**src/rtl/ch_spi_readout_gen2.sv**
```systemverilog
`default_nettype none
// =============================================================================
// Module  : ch_spi_readout_gen2
// Brief   : Snapshots NUM_CH hit counters plus trigger count into a zero-padded
//           frame and shifts one byte (or byte..end) MSB-first on CNT_SER.
//           Optional macro CH_READOUT_PARITY_EN appends an even-parity bit/byte.
// Revision: 1.0 - initial release
// =============================================================================
module ch_spi_readout_gen2 #(
  parameter  int NUM_CH    = 5,
  parameter  int CNT_W     = 10,
  parameter  int TRIG_W    = 3,
  parameter  int BYTE_W    = 8,
  localparam int DATA_W    = TRIG_W + NUM_CH*CNT_W,
  localparam int NUM_BYTES = (DATA_W + BYTE_W - 1) / BYTE_W,
  localparam int FRAME_W   = BYTE_W*NUM_BYTES,
  localparam int SEL_W     = (NUM_BYTES > 1) ? $clog2(NUM_BYTES) : 1
) (
  input  logic                    SPI_CLK,
  input  logic                    RST,
  input  logic                    INST_READOUT,
  input  logic [SEL_W-1:0]        SELECT_REG,
  input  logic                    AUTO_INC,
  input  logic [TRIG_W-1:0]       trigger_cnt,
  input  logic [NUM_CH*CNT_W-1:0] CNT,
  output logic                    CNT_SER,
  output logic                    BYTE_DONE,
  output logic                    FRAME_DONE,
  output logic                    BUSY,
  output logic                    SEL_ERR
);

  localparam int BIT_W  = $clog2(BYTE_W + 1);
  localparam int IDX_W  = (BYTE_W > 1) ? $clog2(BYTE_W) : 1;
  localparam int SELP_W = SEL_W + 1;

  localparam logic [0:0]        c_st_idle   = 1'b0;
  localparam logic [0:0]        c_st_shift  = 1'b1;
  localparam logic [IDX_W-1:0]  c_msb_idx   = IDX_W'(BYTE_W - 1);
  localparam logic [SELP_W-1:0] c_num_bytes = SELP_W'(NUM_BYTES);
  localparam logic [SEL_W-1:0]  c_last_byte = SEL_W'(NUM_BYTES - 1);
`ifdef CH_READOUT_PARITY_EN
  localparam logic [BIT_W-1:0]  c_last_pos  = BIT_W'(BYTE_W);
`else
  localparam logic [BIT_W-1:0]  c_last_pos  = BIT_W'(BYTE_W - 1);
`endif

  logic [0:0]         r_state;
  logic [0:0]         w_state_nxt;
  logic               r_inst_q;
  logic               r_auto_inc;
  logic [FRAME_W-1:0] r_snap;
  logic [SEL_W-1:0]   r_byte_idx;
  logic [BIT_W-1:0]   r_bit_pos;
  logic               r_ser;
  logic               r_byte_done;
  logic               r_frame_done;
  logic               r_sel_err;

  logic [FRAME_W-1:0] w_frame;
  logic [BYTE_W-1:0]  w_bytes [NUM_BYTES];
  logic [BYTE_W-1:0]  w_cur_byte;
  logic [IDX_W-1:0]   w_bit_idx;
  logic               w_out_bit;
  logic               w_trig;
  logic               w_sel_ok;
  logic               w_last_bit;
  logic               w_last_byte;
  logic               w_busy;

  // Counters occupy the low bits, trigger count above them, zero pad on top.
  assign w_frame = FRAME_W'({trigger_cnt, CNT});

  for (genvar g = 0; g < NUM_BYTES; g++) begin : g_bytes
    assign w_bytes[g] = r_snap[g*BYTE_W +: BYTE_W];
  end

  assign w_cur_byte  = w_bytes[r_byte_idx];
  assign w_bit_idx   = c_msb_idx - r_bit_pos[IDX_W-1:0];
  assign w_trig      = INST_READOUT & ~r_inst_q & (r_state == c_st_idle);
  assign w_sel_ok    = {1'b0, SELECT_REG} < c_num_bytes;
  assign w_last_bit  = (r_bit_pos == c_last_pos);
  assign w_last_byte = (r_byte_idx == c_last_byte);

`ifdef CH_READOUT_PARITY_EN
  assign w_out_bit = w_last_bit ? (^w_cur_byte) : w_cur_byte[w_bit_idx];
`else
  assign w_out_bit = w_cur_byte[w_bit_idx];
`endif

  always_ff @(posedge SPI_CLK or posedge RST) begin
    if (RST) begin
      r_state <= c_st_idle;
    end else begin
      r_state <= w_state_nxt;
    end
  end

  always_comb begin
    w_state_nxt = r_state;
    case (r_state)
      c_st_idle: begin
        if (w_trig && w_sel_ok) begin
          w_state_nxt = c_st_shift;
        end
      end
      c_st_shift: begin
        if (w_last_bit && (!r_auto_inc || w_last_byte)) begin
          w_state_nxt = c_st_idle;
        end
      end
      default: w_state_nxt = c_st_idle;
    endcase
  end

  always_comb begin
    w_busy = (r_state == c_st_shift);
  end

  // AUTO_INC and SELECT_REG are only looked at on the trigger cycle.
  always_ff @(posedge SPI_CLK or posedge RST) begin
    if (RST) begin
      r_inst_q     <= 1'b0;
      r_auto_inc   <= 1'b0;
      r_snap       <= '0;
      r_byte_idx   <= '0;
      r_bit_pos    <= '0;
      r_ser        <= 1'b0;
      r_byte_done  <= 1'b0;
      r_frame_done <= 1'b0;
      r_sel_err    <= 1'b0;
    end else begin
      r_inst_q     <= INST_READOUT;
      r_byte_done  <= 1'b0;
      r_frame_done <= 1'b0;
      r_sel_err    <= 1'b0;
      if (r_state == c_st_idle) begin
        r_ser <= 1'b0;
        if (w_trig) begin
          if (w_sel_ok) begin
            r_snap     <= w_frame;
            r_byte_idx <= SELECT_REG;
            r_bit_pos  <= '0;
            r_auto_inc <= AUTO_INC;
          end else begin
            r_sel_err  <= 1'b1;
          end
        end
      end else begin
        r_ser <= w_out_bit;
        if (w_last_bit) begin
          r_bit_pos   <= '0;
          r_byte_done <= 1'b1;
          if (r_auto_inc && !w_last_byte) begin
            r_byte_idx <= r_byte_idx + 1'b1;
          end
          if (r_auto_inc && w_last_byte) begin
            r_frame_done <= 1'b1;
          end
        end else begin
          r_bit_pos <= r_bit_pos + 1'b1;
        end
      end
    end
  end

  assign CNT_SER    = r_ser;
  assign BYTE_DONE  = r_byte_done;
  assign FRAME_DONE = r_frame_done;
  assign BUSY       = w_busy;
  assign SEL_ERR    = r_sel_err;

endmodule
`default_nettype wire

```
**config.mk**
```make
export PLATFORM = sky130hd
export DESIGN_NAME = ch_spi_readout_gen2
export DESIGN_NICKNAME = d
export VERILOG_FILES = /design/src/rtl/ch_spi_readout_gen2.sv
export SDC_FILE = /design/constraint.sdc
export NUM_CORES = 1
export LEC_CHECK = 0
export CAP_MARGIN = 20
export CORE_MARGIN = 4
export CORE_UTILIZATION = 30
export CTS_BUF_LIST = sky130_fd_sc_hd__clkbuf_8
export DETAILED_ROUTE_END_ITERATION = 16
export HOLD_SLACK_MARGIN = 0.02
export PLACE_DENSITY = 0.49
export SLEW_MARGIN = 5
export SYNTH_ARGS = -nofsm -noshare
export SYNTH_HDL_FRONTEND = slang
export SYNTH_SLANG_ARGS = --single-unit
```
**constraint.sdc**
```tcl
create_clock -name SPI_CLK -period 4.6 [get_ports SPI_CLK]
set_input_delay 0.69 -clock SPI_CLK [delete_from_list [all_inputs] [get_ports SPI_CLK]]
set_output_delay 0.69 -clock SPI_CLK [all_outputs]
set_load 0.02 [all_outputs]
```
---- Word-level counts from Yosys, hierarchy flattened ----
Index checks and enable logic that the tools add are counted.
storage, ports and cells
  output and inout port bits .............. 5
  input port bits ......................... 60
  bits in registers ....................... 67
cells by class
  magnitude comparators ................... 3
  multiplexer cells ....................... 26
  bitwise gates (word level) .............. 5
  equality and inequality tests ........... 4
  add/sub/neg operators ................... 3
  reduce and logical (&&, ||, !) cells .... 12
operators with widths
  operator                                                                      number
  8-bit binary-select mux with 3-bit select                                     1
  4-bit two-way mux                                                             4
  8-bit two-way mux                                                             2
  3-bit two-way mux                                                             5
  1-bit two-way mux                                                             12
  4-bit by 1-bit adder with 4-bit output, second input constant                 1
  4-bit by 3-bit == test with 1-bit output, second input constant               1
  4-bit >= comparator, second input constant                                    1
  1-bit logical AND                                                             4
  3-bit by 4-bit less-than comparator with 1-bit output, second input constant  1
  2-bit by 1-bit inequality test with 1-bit output, second input constant       2
  3-bit inverter with 4-bit output                                              1
  4-bit AND reduction                                                           1
  2-bit nonzero test                                                            2
  3-bit by 1-bit adder with 3-bit output, second input constant                 1
  1-bit binary-select mux with 3-bit select                                     1
  3-bit == test, second input constant                                          1
  3-bit less-than comparator, second input constant                             1
  3-bit AND reduction                                                           1
  3-bit subtractor, first input constant                                        1
  1-bit bitwise AND                                                             2
  1-bit zero test                                                               2
  1-bit inverter                                                                2
  1-bit one-hot mux with 2 select lines                                         1
  2 further kinds                                                               2

---- Longest topological paths before layout ----
  depth in word-level cells ............... 7
  mapped depth ............................ 9
  depth with buffers taken out ............ 7

---- Worst setup path before layout ----
OpenSTA, ideal clock, no wires.
  path type ............................... input -> register
  from .................................... input port INST_READOUT
  to ...................................... register r_snap[0]
  data arrival time ....................... 1.765 ns
  cell stages on the path ................. 5
  data required time ...................... 4.475 ns
  slack ................................... 2.710 ns
  cells stage by stage .................... or3b_1 -> nand2b_4 -> buf_12 -> buf_12 -> mux2_4
between the ends
  cells in the longest elaborated chain, start to end .. 3
RTL lines
  element                          RTL line  source
  start, declared                  21        input logic INST_READOUT,
  1-bit bitwise AND (2 in series)  80        assign w_trig = INST_READOUT & ~r_inst_q & (r_state == c_st_idle);
  3-bit AND reduction (no line)    n/a
  end signal, assigned             141       r_snap <= w_frame;
  end, declared                    52        logic [FRAME_W-1:0] r_snap;
No other way between the ends.
A chain may end at the register's enable or synchronous reset.

---- Worst setup path in the final report ----
  from .................................... input port INST_READOUT
  to ...................................... register r_byte_idx[2]
between the ends
  cells in the longest elaborated chain, start to end .. 4
RTL lines
  element                          RTL line  source
  1-bit bitwise AND (2 in series)  80
  2-bit nonzero test (no line)     n/a
  4-bit AND reduction (no line)    n/a
  end signal, assigned             155       r_byte_idx <= r_byte_idx + 1'b1;
  end, declared                    53        logic [SEL_W-1:0] r_byte_idx;
No other way between the ends.

==> run metrics <==
outcome completed; Post-synth ARST share 100%; area of the mapped netlist 3370 um^2; fin nets 346; Clock Latency Late Sink 330 ps; CP max stage delay 650 ps; Initial Util 30.8%; row cnt 38; Initial DRT Pass Iterations 4; Worst setup EP type register; warnings from Yosys 0; Critical Path RT 4870 ps; critical path type input port to register; first-pass GRT wire length 11.1 mm; max_slew headroom 29.8%; critical path fanouts, max 56; Hold Path Class register to register; Final Routed Wirelength 7.01 mm; CP max-delay cell nand2b_4; post-synthesis cell count 222; CTS H-Tree Depth 3; Power Dens Cells 599 nW/um^2; share of the synthesized area in the top cell type 49.7%; vias in the first global route 2087; Largest delay share family, worst path simple AND/OR/NAND/NOR gates; area leader, netlist dfrtp_1; post-cts repair resize count 0; initial drt markers 52; IO Count 65; Setup Fix Bufs, Post-CTS 0; largest cells by area after synthesis dfrtp_1 (50%), mux2_4 (22%), mux4_2 (6.0%), buf_12 (3.6%), mux2i_1 (2.4%); dpl cell area 4030 um^2; EDFF count, synth 0; maximum vdd drop 0.193 mV; Max Cap Violations 0; gr usage total 11.2%; Crit path arrival time 2930 ps; setup tns final 0 ps; Clk pin slew, worst setup/hold paths 70 ps; Slew @ Worst Pin 1050 ps; top cells by count, synth dfrtp_1 (67), mux2_4 (49), nand2_1 (11), mux4_2 (9), mux2i_1 (8); cell area after layout 4230 um^2; Final Hold Fails 0; CTS tree yes; #FFs+latches synth 67; minimum clock period 2650 ps; Final Worst Setup Slack 1950 ps; Place WS 1570 ps; critical-path cell list clkdlybuf4s50_1 -> or3b_1 -> nand2b_4 -> a21bo_2 -> a21oi_1 -> o22a_1; Synth Flop Type dfrtp_1; post-detailed-route wirelength per cell 16.4 um; layout cells sized above 1 29.6%; DR vias 1955; most frequent cell after synthesis dfrtp_1; hold bufs inserted after CTS 0; antenna viol nets, final 0; unrepaired setup endpoints after global routing false; Die W 114 um; Root Buffer clkbuf_8; chip height 114 um; gr ovfl total 0; CTS Buffer Depth 2; DIE AREA 13000 um^2; Finish-stage setup viols 0; period utilization 57.7%; skew final 8.16 ps; ant diodes 0; # port buffers 64; post-DP HPWL 4.81 mm; via/cell ratio 4.58; Layout area overhead 25.3%; Slew Limit Fails 0; part of the Yosys area used for sequential elements 49.7%; core area 10900 um^2; residual DRC count 0; largest net degree at the start of global routing 57; initial antenna violation count 0; Avg Cell Area, Syn 15.2 um^2; synth unique cells 40; Mapped Nets 285; WP buf/inv 1; CTS sink cnt 67; CP startpoint kind input port; P_leak 1.93 nW; RePlAce Congestion 0.715; fmax 377 MHz; CTS buffer count 9
[cells by family after synthesis]
| logic type | Yosys count | share of synthesized area (%) |
|---|---|---|
| AO/OA/AOI/OAI | 28 | 5.90 |
| adder cells (fa/ha/maj) | 3 | 1.11 |
| XOR/XNOR | 1 | 0.260 |
| multiplexers | 72 | 32.2 |
| AND/OR/NAND/NOR | 31 | 5.19 |
| flip-flops | 67 | 49.7 |
| buffers and inverters | 20 | 5.60 |
[area by class of cell]
class | count | area (um^2)
Sequential cell | 67 | 1680
Tap cell | 140 | 175
Timing Repair Buffer | 66 | 656
Clock inverter | 1 | 5.00
Inverter | 4 | 15.0
Fill cell | 1063 | 6710
Multi-Input combinational cell | 135 | 1510
Clock buffer | 14 | 193
[state kept, by name, summed over array words and instances, names as in the netlist]
name / count
r_byte_idx: 3
BYTE_DONE: 1
r_bit_pos: 4
r_auto_inc: 1
r_snap: 53
r_inst_q: 1
CNT_SER: 1
BUSY: 1
FRAME_DONE: 1
SEL_ERR: 1
[worst register-to-register path: cells and delay by family (launching register included)]
| kind | cells | cell delay, ps |
|---|---|---|
| flops | 1 | 590 |
| compound gates | 3 | 730 |
| simple gates | 2 | 1130 |
[through the flow]
stage	power (W)	std cells	util (%)	hold slack, ps
after CTS	0.00258	427	38.6	508
after global routing	0.00271	427	38.6	519
final	0.00253	427	38.6	505
after floorplan	0.00184	222	-	447
after global placement	0.00207	412	36.8	483
after detailed placement	0.00209	412	36.8	488
[final timing paths]
path,to,slack [ps],cells past startpoint,start
min reg2reg,r_snap[38]$_DFFE_PP0P_,500,1,r_snap[38]$_DFFE_PP0P_
min in group asynchronous,r_snap[24]$_DFFE_PP0P_,880,2,RST
min,r_snap[38]$_DFFE_PP0P_,500,1,r_snap[38]$_DFFE_PP0P_
max in group asynchronous,r_snap[6]$_DFFE_PP0P_,2830,3,RST
max reg2reg,r_byte_idx[2]$_DFFE_PP0P_,2100,5,BUSY$_DFF_PP0_
max,r_byte_idx[2]$_DFFE_PP0P_,1950,6,INST_READOUT
[cell usage in the layout (no fill, tap or decap), types with 2 or more instances in the layout]
cell             netlist  final
ha_1                   3      3
buf_4                  1      2
mux2_4                49     49
o2111ai_1              2      2
nor2b_1                3      3
nor2_1                 3      3
inv_1                  4      3
clkdlybuf4s50_1        0     64
nand3b_1               3      3
clkbuf_8               0     14
o31ai_1                2      2
mux2i_1                8      8
dfrtp_1               67     67
nand2_1               11     11
a22o_1                 2      2
a31oi_1                3      3
nand3_1                4      4
nor3b_1                2      2
o21ai_0                6      6
o22ai_1                3      3
mux2_2                 6      6
mux4_2                 9      9
[routing by layer]
metal | routed length, um | share of wire, % | GRT usage (%) | vias up
li1 | - | - | - | 934
met1 | 3420 | 49 | 15.5 | 969
met2 | 3190 | 46 | 16.9 | 47
met3 | 312 | 4.5 | 3.77 | 5
met4 | 87 | 1.2 | 3.09 | 0
met5 | 0 | 0 | 0 | -
[where the power goes]
part | internal, W | switching, W
Combinational | 0.000645 | 0.000297
Sequential | 0.000865 | 0.000252
Clock | 0.000266 | 0.000207
Note: power is estimated with default switching activity, not from simulation.
